[src/rtl/i2s_pkg.sv]
// rtl/i2s_pkg.sv - shared state encoding, sample type and accumulator sizing for the I2S transmitter
package i2s_pkg;

  localparam int I2S_BITS = 24;

  typedef logic [I2S_BITS-1:0] i2s_sample_t;

  typedef enum logic [1:0] {
    I2S_IDLE  = 2'd0,
    I2S_RUN   = 2'd1,
    I2S_DRAIN = 2'd2
  } i2s_state_t;

  // Wide enough for acc + step before the subtract, so the accumulator never wraps.
  function automatic int i2s_acc_width(input longint clk_hz, input longint step);
    return $clog2(clk_hz + step);
  endfunction

endpackage

[src/rtl/i2s_tx_sequencer_if.sv]
// rtl/i2s_tx_sequencer_if.sv - stereo sample valid/ready handshake between the sample source and the I2S transmitter
interface i2s_tx_sequencer_if #(
  parameter int BITS = 24
);
  logic            s_valid;
  logic            s_ready;
  logic [BITS-1:0] s_left;
  logic [BITS-1:0] s_right;

  modport master (output s_valid, output s_left, output s_right, input  s_ready);
  modport slave  (input  s_valid, input  s_left, input  s_right, output s_ready);
endinterface

[src/rtl/i2s_frac_div.sv]
// rtl/i2s_frac_div.sv - exact fractional edge generator: tick whenever acc + STEP crosses CLK_HZ
module i2s_frac_div
  import i2s_pkg::*;
#(
  parameter int CLK_HZ = 100_000_000,
  parameter int STEP   = 4_233_600
) (
  input  logic clk_ref,
  input  logic reset,
  input  logic run_i,
  output logic tick_o
);
  localparam int          W      = i2s_acc_width(CLK_HZ, STEP);
  localparam logic [W-1:0] STEP_W = W'(STEP);
  localparam logic [W-1:0] CLK_W  = W'(CLK_HZ);

  logic [W-1:0] acc_q;
  logic [W-1:0] acc_d;
  logic [W-1:0] sum;

  // Holding acc at zero while stopped makes the first edge after start deterministic.
  always_comb begin
    sum    = acc_q + STEP_W;
    tick_o = run_i && (sum >= CLK_W);
    acc_d  = '0;
    if (run_i) begin
      acc_d = tick_o ? (sum - CLK_W) : sum;
    end
  end

  always_ff @(posedge clk_ref or negedge reset) begin
    if (!reset) begin
      acc_q <= '0;
    end else begin
      acc_q <= acc_d;
    end
  end

endmodule

[src/rtl/i2s_tx_sequencer.sv]
// rtl/i2s_tx_sequencer.sv - I2S Philips-format transmitter: BCK/WS generation, 1-deep sample buffer, serializer
// Defining I2S_MCLK_EN adds a free-running i2s_mclk output at 256*FS_HZ.
module i2s_tx_sequencer
  import i2s_pkg::*;
#(
  parameter int CLK_HZ = 100_000_000,
  parameter int FS_HZ  = 44_100,
  parameter int BITS   = 24
) (
  input  logic              clk_ref,
  input  logic              reset,
  input  logic              enable,
  i2s_tx_sequencer_if.slave smp,
  output logic              i2s_bck,
  output logic              i2s_ws,
  output logic              i2s_sd,
  output logic              busy,
  output logic              underrun,
  output logic [15:0]       underrun_cnt
`ifdef I2S_MCLK_EN
  ,
  output logic              i2s_mclk
`endif
);
  localparam int            STEP  = FS_HZ * BITS * 4;
  localparam int            FRAME = 2 * BITS;
  localparam int            CW    = $clog2(FRAME);
  localparam logic [CW-1:0] LAST  = CW'(FRAME - 1);
  localparam logic [CW-1:0] WS_LO = CW'(BITS - 1);
  localparam logic [CW-1:0] WS_HI = CW'(FRAME - 2);

  localparam logic [1:0] ST_IDLE  = I2S_IDLE;
  localparam logic [1:0] ST_RUN   = I2S_RUN;
  localparam logic [1:0] ST_DRAIN = I2S_DRAIN;

  logic [1:0]       state_q, state_d;
  logic             bck_q, bck_d;
  logic             ws_q, ws_d;
  logic             sd_q, sd_d;
  logic [FRAME-1:0] frame_q, frame_d;
  logic [CW-1:0]    bit_q, bit_d;
  logic             empty_q, empty_d;
  logic [BITS-1:0]  left_q, left_d;
  logic [BITS-1:0]  right_q, right_d;
  logic             under_q, under_d;
  logic [15:0]      ucnt_q, ucnt_d;
  logic             busy_q, busy_d;

  logic             running;
  logic             tick;
  logic             fall;
  logic             wrap;
  logic             drain_stop;
  logic             hs;
  logic [CW-1:0]    bit_nx;
  logic [FRAME-1:0] load;

  assign running = (state_q != ST_IDLE);

  i2s_frac_div #(
    .CLK_HZ (CLK_HZ),
    .STEP   (STEP)
  ) u_bck_div (
    .clk_ref (clk_ref),
    .reset   (reset),
    .run_i   (running),
    .tick_o  (tick)
  );

  always_comb begin
    fall       = tick && bck_q;
    bit_nx     = (bit_q == LAST) ? '0 : bit_q + 1'b1;
    wrap       = fall && (bit_nx == '0);
    hs         = smp.s_valid && empty_q;
    drain_stop = (state_q == ST_DRAIN) && !enable && fall && (bit_nx == LAST);

    state_d = state_q;
    bck_d   = bck_q;
    ws_d    = ws_q;
    sd_d    = sd_q;
    frame_d = frame_q;
    bit_d   = bit_q;
    empty_d = empty_q;
    left_d  = left_q;
    right_d = right_q;
    under_d = 1'b0;
    ucnt_d  = ucnt_q;
    load    = '0;

    case (state_q)
      ST_IDLE:  if (enable) state_d = ST_RUN;
      ST_RUN:   if (!enable) state_d = ST_DRAIN;
      ST_DRAIN: begin
        if (enable) begin
          state_d = ST_RUN;
        end else if (drain_stop) begin
          state_d = ST_IDLE;
        end
      end
      default:  state_d = ST_IDLE;
    endcase

    // Capture only ever happens into an empty buffer, so it cannot collide with a buffered frame-load.
    if (hs) begin
      left_d  = smp.s_left;
      right_d = smp.s_right;
      empty_d = 1'b0;
    end

    if (tick) begin
      bck_d = ~bck_q;
    end

    if (fall) begin
      bit_d = bit_nx;
      ws_d  = (bit_nx >= WS_LO) && (bit_nx <= WS_HI);
      if (wrap) begin
        if (empty_q) begin
          under_d = 1'b1;
          if (ucnt_q != 16'hFFFF) begin
            ucnt_d = ucnt_q + 16'd1;
          end
        end else begin
          load    = {left_q, right_q};
          empty_d = 1'b1;
        end
        sd_d    = load[FRAME-1];
        frame_d = {load[FRAME-2:0], 1'b0};
      end else begin
        sd_d    = frame_q[FRAME-1];
        frame_d = {frame_q[FRAME-2:0], 1'b0};
      end
      if (drain_stop) begin
        sd_d = 1'b0;
        ws_d = 1'b0;
      end
    end

    busy_d = (state_d != ST_IDLE);
  end

  always_ff @(posedge clk_ref or negedge reset) begin
    if (!reset) begin
      state_q <= ST_IDLE;
      bck_q   <= 1'b0;
      ws_q    <= 1'b0;
      sd_q    <= 1'b0;
      frame_q <= '0;
      bit_q   <= LAST;
      empty_q <= 1'b1;
      left_q  <= '0;
      right_q <= '0;
      under_q <= 1'b0;
      ucnt_q  <= '0;
      busy_q  <= 1'b0;
    end else begin
      state_q <= state_d;
      bck_q   <= bck_d;
      ws_q    <= ws_d;
      sd_q    <= sd_d;
      frame_q <= frame_d;
      bit_q   <= bit_d;
      empty_q <= empty_d;
      left_q  <= left_d;
      right_q <= right_d;
      under_q <= under_d;
      ucnt_q  <= ucnt_d;
      busy_q  <= busy_d;
    end
  end

  assign smp.s_ready  = empty_q;
  assign i2s_bck      = bck_q;
  assign i2s_ws       = ws_q;
  assign i2s_sd       = sd_q;
  assign busy         = busy_q;
  assign underrun     = under_q;
  assign underrun_cnt = ucnt_q;

`ifdef I2S_MCLK_EN
  logic mclk_tick;
  logic mclk_q;

  i2s_frac_div #(
    .CLK_HZ (CLK_HZ),
    .STEP   (FS_HZ * 512)
  ) u_mclk_div (
    .clk_ref (clk_ref),
    .reset   (reset),
    .run_i   (running),
    .tick_o  (mclk_tick)
  );

  // Cleared from the next state so MCLK is already low in the first IDLE cycle.
  always_ff @(posedge clk_ref or negedge reset) begin
    if (!reset) begin
      mclk_q <= 1'b0;
    end else if (!busy_d) begin
      mclk_q <= 1'b0;
    end else if (mclk_tick) begin
      mclk_q <= ~mclk_q;
    end
  end

  assign i2s_mclk = mclk_q;
`endif

endmodule

[src/flat_wrapper.sv]
// flat-port wrapper written by rule: the top's interface ports become plain ports
module i2s_tx_sequencer_flat import i2s_pkg::*;
#(
  parameter int CLK_HZ = 100_000_000,
  parameter int FS_HZ  = 44_100,
  parameter int BITS   = 24
)
  (clk_ref, reset, enable, i2s_bck, i2s_ws, i2s_sd, busy, underrun, underrun_cnt, smp_s_valid, smp_s_left, smp_s_right, smp_s_ready);
  i2s_tx_sequencer_if #(.BITS(BITS)) smp_i ();
  input  logic clk_ref;
  input  logic reset;
  input  logic enable;
  output logic i2s_bck;
  output logic i2s_ws;
  output logic i2s_sd;
  output logic busy;
  output logic underrun;
  output logic [15:0] underrun_cnt;
  input wire logic [$bits(smp_i.s_valid)-1:0] smp_s_valid;
  input wire logic [$bits(smp_i.s_left)-1:0] smp_s_left;
  input wire logic [$bits(smp_i.s_right)-1:0] smp_s_right;
  output wire logic [$bits(smp_i.s_ready)-1:0] smp_s_ready;
  assign smp_i.s_valid = smp_s_valid;
  assign smp_i.s_left = smp_s_left;
  assign smp_i.s_right = smp_s_right;
  assign smp_s_ready = smp_i.s_ready;
  i2s_tx_sequencer #(.CLK_HZ(CLK_HZ), .FS_HZ(FS_HZ), .BITS(BITS)) u_core (.clk_ref(clk_ref), .reset(reset), .enable(enable), .smp(smp_i), .i2s_bck(i2s_bck), .i2s_ws(i2s_ws), .i2s_sd(i2s_sd), .busy(busy), .underrun(underrun), .underrun_cnt(underrun_cnt));
endmodule
[config.mk]
export PLATFORM = sky130hd
export DESIGN_NAME = i2s_tx_sequencer_flat
export DESIGN_NICKNAME = d
export VERILOG_FILES = /design/src/rtl/i2s_pkg.sv /design/src/rtl/i2s_tx_sequencer_if.sv /design/src/rtl/i2s_frac_div.sv /design/src/rtl/i2s_tx_sequencer.sv /design/src/flat_wrapper.sv
export SDC_FILE = /design/constraint.sdc
export NUM_CORES = 1
export LEC_CHECK = 0
export CORE_UTILIZATION = 45
export DETAILED_ROUTE_END_ITERATION = 6
export MAX_ROUTING_LAYER = met4
export PLACE_DENSITY = 0.7
export SYNTH_ARGS = -nofsm -noshare
export SYNTH_HDL_FRONTEND = slang
export SYNTH_HIERARCHICAL = 1
export SYNTH_SLANG_ARGS = --single-unit
[constraint.sdc]
create_clock -name clk_ref -period 3.35 [get_ports clk_ref]
set_input_delay 0.67 -clock clk_ref [delete_from_list [all_inputs] [get_ports clk_ref]]
set_output_delay 0.67 -clock clk_ref [all_outputs]
set_load 0.01 [all_outputs]
-- Word level (Yosys, flattened, before mapping)
Index checks and enable logic that the tools add are counted.
- flip-flop bits (word level): 153
- output and inout bits: 22
- word-level logic and storage cells: 60
- $add $sub $neg: 4
- order comparisons: 3
- equal/unequal tests: 5
- mux-type cells: 20
- bitwise operators: 1
- reduce and logical (&&, ||, !) cells: 14
- operators with widths (kind ; number):
    48-bit 2-to-1 mux ; 2
    27-bit 2-to-1 mux ; 2
    27-bit by 23-bit adder with 27-bit output (second input constant) ; 1
    27-bit greater-or-equal comparator (second input constant) ; 1
    27-bit subtractor (second input constant) ; 1
    16-bit by 1-bit adder with 16-bit output (second input constant) ; 1
    16-bit inequality test (second input constant) ; 1
    6-bit equality test (second input constant) ; 2
    1-bit 2-to-1 mux ; 10
    1-bit logical AND ; 8
    2-bit 2-to-1 mux ; 4
    6-bit by 1-bit adder with 6-bit output (second input constant) ; 1
    6-bit by 5-bit greater-or-equal comparator with 1-bit output (second input constant) ; 1
    6-bit less-or-equal comparator (second input constant) ; 1
    6-bit logical NOT ; 1
    6-bit 2-to-1 mux ; 1
    2-bit one-hot mux with 3 select lines ; 1
    4-bit AND reduction ; 1
    2-bit nonzero test ; 2
    2-bit by 1-bit equality test with 1-bit output (second input constant) ; 1
    2-bit equality test (second input constant) ; 1
    2-bit logical NOT ; 1
    1-bit logical NOT ; 1
    1-bit inverter ; 1

-- Logic depth before layout (Yosys ltp)
Gate-level depths: netlist of the first run.
- word-level depth: 10
- depth in mapped cells: 16
- mapped depth without buffers: 15

-- Cells and area by module
The synthesis of the first run kept the hierarchy.
- by module, submodules not included (module ; times used ; cells each ; area each (um^2)):
    i2s_tx_sequencer ; 1 ; 537 ; 5954.5
    i2s_frac_div ; 1 ; 235 ; 2042.0

-- Worst setup path after synthesis of the first run
No wires, ideal clock.
- kind: register to register
- start: register u_core.u_bck_div.acc_q[7]
- end: register u_core.ucnt_q[6] (netlist: u_core/underrun_cnt[6])
- data arrival time: 3.445 ns
- required time: 3.218 ns
- setup slack: -0.227 ns
- stages on the path, launching flop included: 16
- path buffers: 1
- clock period less this slack: 3.577 ns
- cells stage by stage: dfrtp_1 -> inv_1 -> ha_1 -> and3b_2 -> nor2_1 -> or3b_4 -> xnor2_2 -> a311oi_4 -> a21o_4 -> a21oi_2 -> and2_1 -> and2_1 -> nand2_1 -> clkbuf_1 -> nor3_1 -> xor2_1
- cells in the longest elaborated chain, start to end: 6
- RTL lines (item ; line ; source):
    from (decl) ; i2s_frac_div.sv:17 ; logic [W-1:0] acc_q;
    from (signal assigned) ; i2s_frac_div.sv:33 ; acc_q <= '0;
    from (signal assigned) ; i2s_frac_div.sv:35 ; acc_q <= acc_d;
    27-bit by 23-bit adder with 27-bit output * ; i2s_frac_div.sv:23 ; sum = acc_q + STEP_W;
    27-bit greater-or-equal comparator * ; i2s_frac_div.sv:24 ; tick_o = run_i && (sum >= CLK_W);
    1-bit logical AND * ; i2s_frac_div.sv:24 ;
    via u_core.tick ; i2s_tx_sequencer.sv:50 ; logic tick;
    1-bit logical AND * ; i2s_tx_sequencer.sv:71 ; fall = tick && bck_q;
    1-bit logical AND ; i2s_tx_sequencer.sv:73 ; wrap = fall && (bit_nx == '0);
    4-bit AND reduction (no line) * ; - ;
    to (signal assigned) ; i2s_tx_sequencer.sv:167 ; ucnt_q <= ucnt_d;
    to (decl) ; i2s_tx_sequencer.sv:46 ; logic [15:0] ucnt_q, ucnt_d;
The timed path passes the listed nets; every way through them passes the cells marked *.
A chain may end at the register's enable or synchronous reset.

-- Worst setup path in the final report of the first run
- start: register u_core.u_bck_div.acc_q[7]
- end: register u_core.ucnt_q[11] (netlist: u_core/underrun_cnt[11])
Same word-level chain as after synthesis.

==> results.md, run 1 <==
* Outcome: completed
* Synth area leaders: dfrtp_1 43%, mux2_2 6.9%, nand2_1 4.1%
* Final Util at 57.06%
* # DRC at 0
* Number of synthesized flops with an enable pin at 0
* Initial core utilization at a little under half
* Drt first pass iters at 5
* Worst Skew at slightly above 0.008 ns
* Max H-tree Level at 4
* #FFs+latches synth at between 100 and 150
* P_leak at 4.114 nW
* DR iter-0 viols at ~370
* GR Overflow Total at 0
* R2R cell count at 15
* IO Port Bufs at between 70 and 80
* Nets@finish at slightly above 900
* Power Density at 495.2 nW/um^2
* Antenna fix cells at 0
* Place WS at -0.02947 ns
* Synth Area in Compound Gates at 12.81%
* Hold Crit Class: in2async
* Crit. End Element: register
* Layout fillers at about 1500
* TNS Setup at 0 ns
* Vias/cell at about 5.6
* Reg2reg start: u_core/u_bck_div/acc_q[7]$_DFF_PN0_
* XOR/XNOR Fraction of Synth Area at 4.459%
* Clk_lat worst skew at 0.42 ns
* CTS Hold Bufs at 0
* Critical Path AT at approximately 3.6 ns
* Hold WS at around 0.23 ns
* Max-slew headroom at around 44%
* Combinational family with the most area after synthesis: simple AND/OR/NAND/NOR gates
* Crit path top cell by count: and2_4
* Gpl congestion at 0.8616
* Num CTS Buffers at 17
* Worst Path Buf+Inv at 2
* Final ANT Viol Nets at 0
* Finished Layout Cells at around 1100
* Worst reg2reg setup slack at 0.11 ns
* CTS tree: yes
* Design area at 9869 sq um
* Async S/R FF share, synth at between 90% and 100%
* First-pass GRT wire length at between 20000 and 30000 um
* Crit Path Class: reg2reg
* GRT Total Usage at 20.14%
* Footprint of the multi-input gates at 4164 sq um
* Clock slew at reported path FFs at around 0.06 ns
* Worst-margin pin slew at 0.8294 ns
* Slowest cell on the critical path: or3b_4
* Final Slew Violations at 0
* Clock tree sinks at 145
* Share of cells above drive strength 1 at roughly a quarter
* Longest Clk Path Bufs at 2
* Final Cycle Share at between 90% and 100%
* CP max FO at 6
* Adder-cell share of the synthesized area at ~1.3%
* Mux cell area share after synthesis at between 8 and 9%
* DR vias at around 6200
* Setup violators final at 0
* Die ar. at about 18000 sq um
* Final total power at 4.888 mW
* I/O pins at 74
* Crit path max-delay family: simple AND/OR/NAND/NOR gates
* Simple-gate share of the synthesized area at about 23%
* Post-synthesis net count at 832
* Pin count of the biggest net entering global routing at 96
* Sequential-to-total area share from yosys stat at ~45%
* Final wirelength at between 15000 and 20000 um
* Synth area leader: dfrtp_1
* DP Area at 9085 sq um
* Share of the synthesized area in the top cell type at 43.50%
* Post-Syn Area at approximately 8000 sq um
* Mapped Cells at slightly below 800
* Critical path's largest stage delay at between 0.4 and 0.5 ns
* # rows at 48
* Post-DP HPWL at 10830 um
* Tmin final at between 3 and 4 ns
* Highest clock rate at ~0.31 GHz
* Max cap viols at 0
* Storage cell area at 3640 sq um
* Core area at approximately 17000 sq um
* Vias in the first global route at between 5000 and 6000
* Area delta synth->final at 23.42%
* CP required at between 3 and 4 ns
* Synth warnings at 6
* CTS root buf: clkbuf_16
* Final worst slack at ~0.11 ns
* Mean Syn Cell Area at a little over 10 sq um
* Die width at between 100 and 150 um
* Worst R2R End: u_core/underrun_cnt[11]$_DFFE_PN0P_
* Post-synthesis cell type count at 80
* # placed instances at between 1000 and 1500
* Setup crit start kind: register
* Final Hold Fails at 0
* Die height at 135.3 um
* Crit-path cells: inv_1, ha_2, and3b_2, nor2_1, or3b_4, xor2_2, nand4_2, a21o_4, a21oi_4, and2_4, and2_4, nand2_4, buf_12, nor4_2, xor2_1
* Peak supply drop at about 0.43 mV
* Wire per inst at about 16 um
* Initial antenna violation count at 0
* Post-synth top flop: dfrtp_1
timing repair:
item / 4_1_cts / 5_1_grt
buffers inserted: 1 / 3
endpoints found under the setup margin: 9 / 46
pin swaps: 2 / 9
resized for setup: 6 / 16
cloned: 1 / 1
how the worst max path moves through the flow:
stage	start	to	slack (ns)	depth (start not counted)
3_3_place_gp	u_core/u_bck_div/acc_q[7]$_DFF_PN0_	u_core/underrun_cnt[9]$_DFFE_PN0P_	0.06	15
2_1_floorplan	u_core/u_bck_div/acc_q[7]$_DFF_PN0_	u_core/frame_q[10]$_DFFE_PN0P_	0.008	15
3_5_place_dp	u_core/u_bck_div/acc_q[7]$_DFF_PN0_	u_core/underrun_cnt[9]$_DFFE_PN0P_	-0.03	15
5_1_grt	u_core/u_bck_div/acc_q[7]$_DFF_PN0_	u_core/underrun_cnt[11]$_DFFE_PN0P_	-0.01	15
6_report	u_core/u_bck_div/acc_q[7]$_DFF_PN0_	u_core/underrun_cnt[11]$_DFFE_PN0P_	0.11	15
4_1_cts	u_core/u_bck_div/acc_q[7]$_DFF_PN0_	u_core/underrun_cnt[1]$_DFFE_PN0P_	-0.006	14
layout make-up:
type	count	share of cell area, %
timing repair buffer	114	11.63
clock inverter	12	1.230
multi-input combinational	561	42.19
clock buffer	20	4.729
sequential	145	36.88
inverter	13	0.4944
tap	225	2.852
flip-flops by register name, indices dropped and copies added (netlist names), 2 cells and up:
register	cells
u_core/right_q	24
u_core/underrun_cnt	16
u_core/frame_q	47
u_core/bit_q	6
u_core/state_q	2
u_core/left_q	24
u_core/u_bck_div/acc_q	20
cell usage in the layout, fill, tap and decap left out, types with 7 or more instances in the layout:
cell type        Yosys  routed
a21oi_1             14      12
a31oi_1             47      47
and3_1               7       7
buf_4                2      34
clkbuf_16            0      18
clkdlybuf4s50_1      0      72
dfrtp_1            139     136
ha_1                 8       7
inv_1               13      13
mux2_2              49      49
mux2i_1             13      13
nand2_1             88      85
nand2b_1            13      13
nand3_1             23      23
nand4_1              8       8
nor2_1              70      70
nor3_1               9       7
o21ai_0             12      12
or3b_1              23      23
or3b_2              25      25
xnor2_1             13      13
xor2_1              24      22
power by group:
group	internal, mW	switching [mW]	leakage, nW	total, mW
Combinational	0.467	0.524	1.94	0.992
Clock	1.10	0.783	0.283	1.88
Sequential	1.88	0.135	1.89	2.01
Total	3.45	1.44	4.11	4.89
cell families (layout without fill, tap and decap cells):
family,Yosys count,in the layout
buffers and inverters,66,159
adder cells (fa/ha/maj),8,8
AO/OA/AOI/OAI,131,131
XOR/XNOR,39,39
multiplexers,64,64
AND/OR/NAND/NOR,319,319
flip-flops,145,145
cells in the mapped netlist, types with 14 or more instances:
master,number
clkbuf_1,27
mux2_2,49
or3b_1,23
a31oi_1,47
nor2_1,70
xor2_1,24
nand2_1,88
or3b_2,25
a21oi_1,14
dfrtp_1,139
nand3_1,23
metal layers:
metal | track usage, % | routed length, um | share of wire [%] | up-vias
met5 | - | 0 | 0 | -
met4 | 6.679 | 307 | 1.8 | 0
met3 | 4.040 | 546 | 3.2 | 32
met2 | 31.14 | 7963 | 47 | 145
met1 | 26.45 | 8167 | 48 | 3045
li1 | - | - | - | 2929
(Power assumes the default switching activity.)
==> run 2: changes to the inputs <==
--- a/config.mk
+++ b/config.mk
@@ -9,6 +9,7 @@
 export DETAILED_ROUTE_END_ITERATION = 6
 export MAX_ROUTING_LAYER = met4
 export PLACE_DENSITY = 0.7
+export SLEW_MARGIN = 40
 export SYNTH_ARGS = -nofsm -noshare
 export SYNTH_HDL_FRONTEND = slang
 export SYNTH_HIERARCHICAL = 1
==> results of run 2 <==
No change in the layout: final DEF, timing and power equal those of run 1.
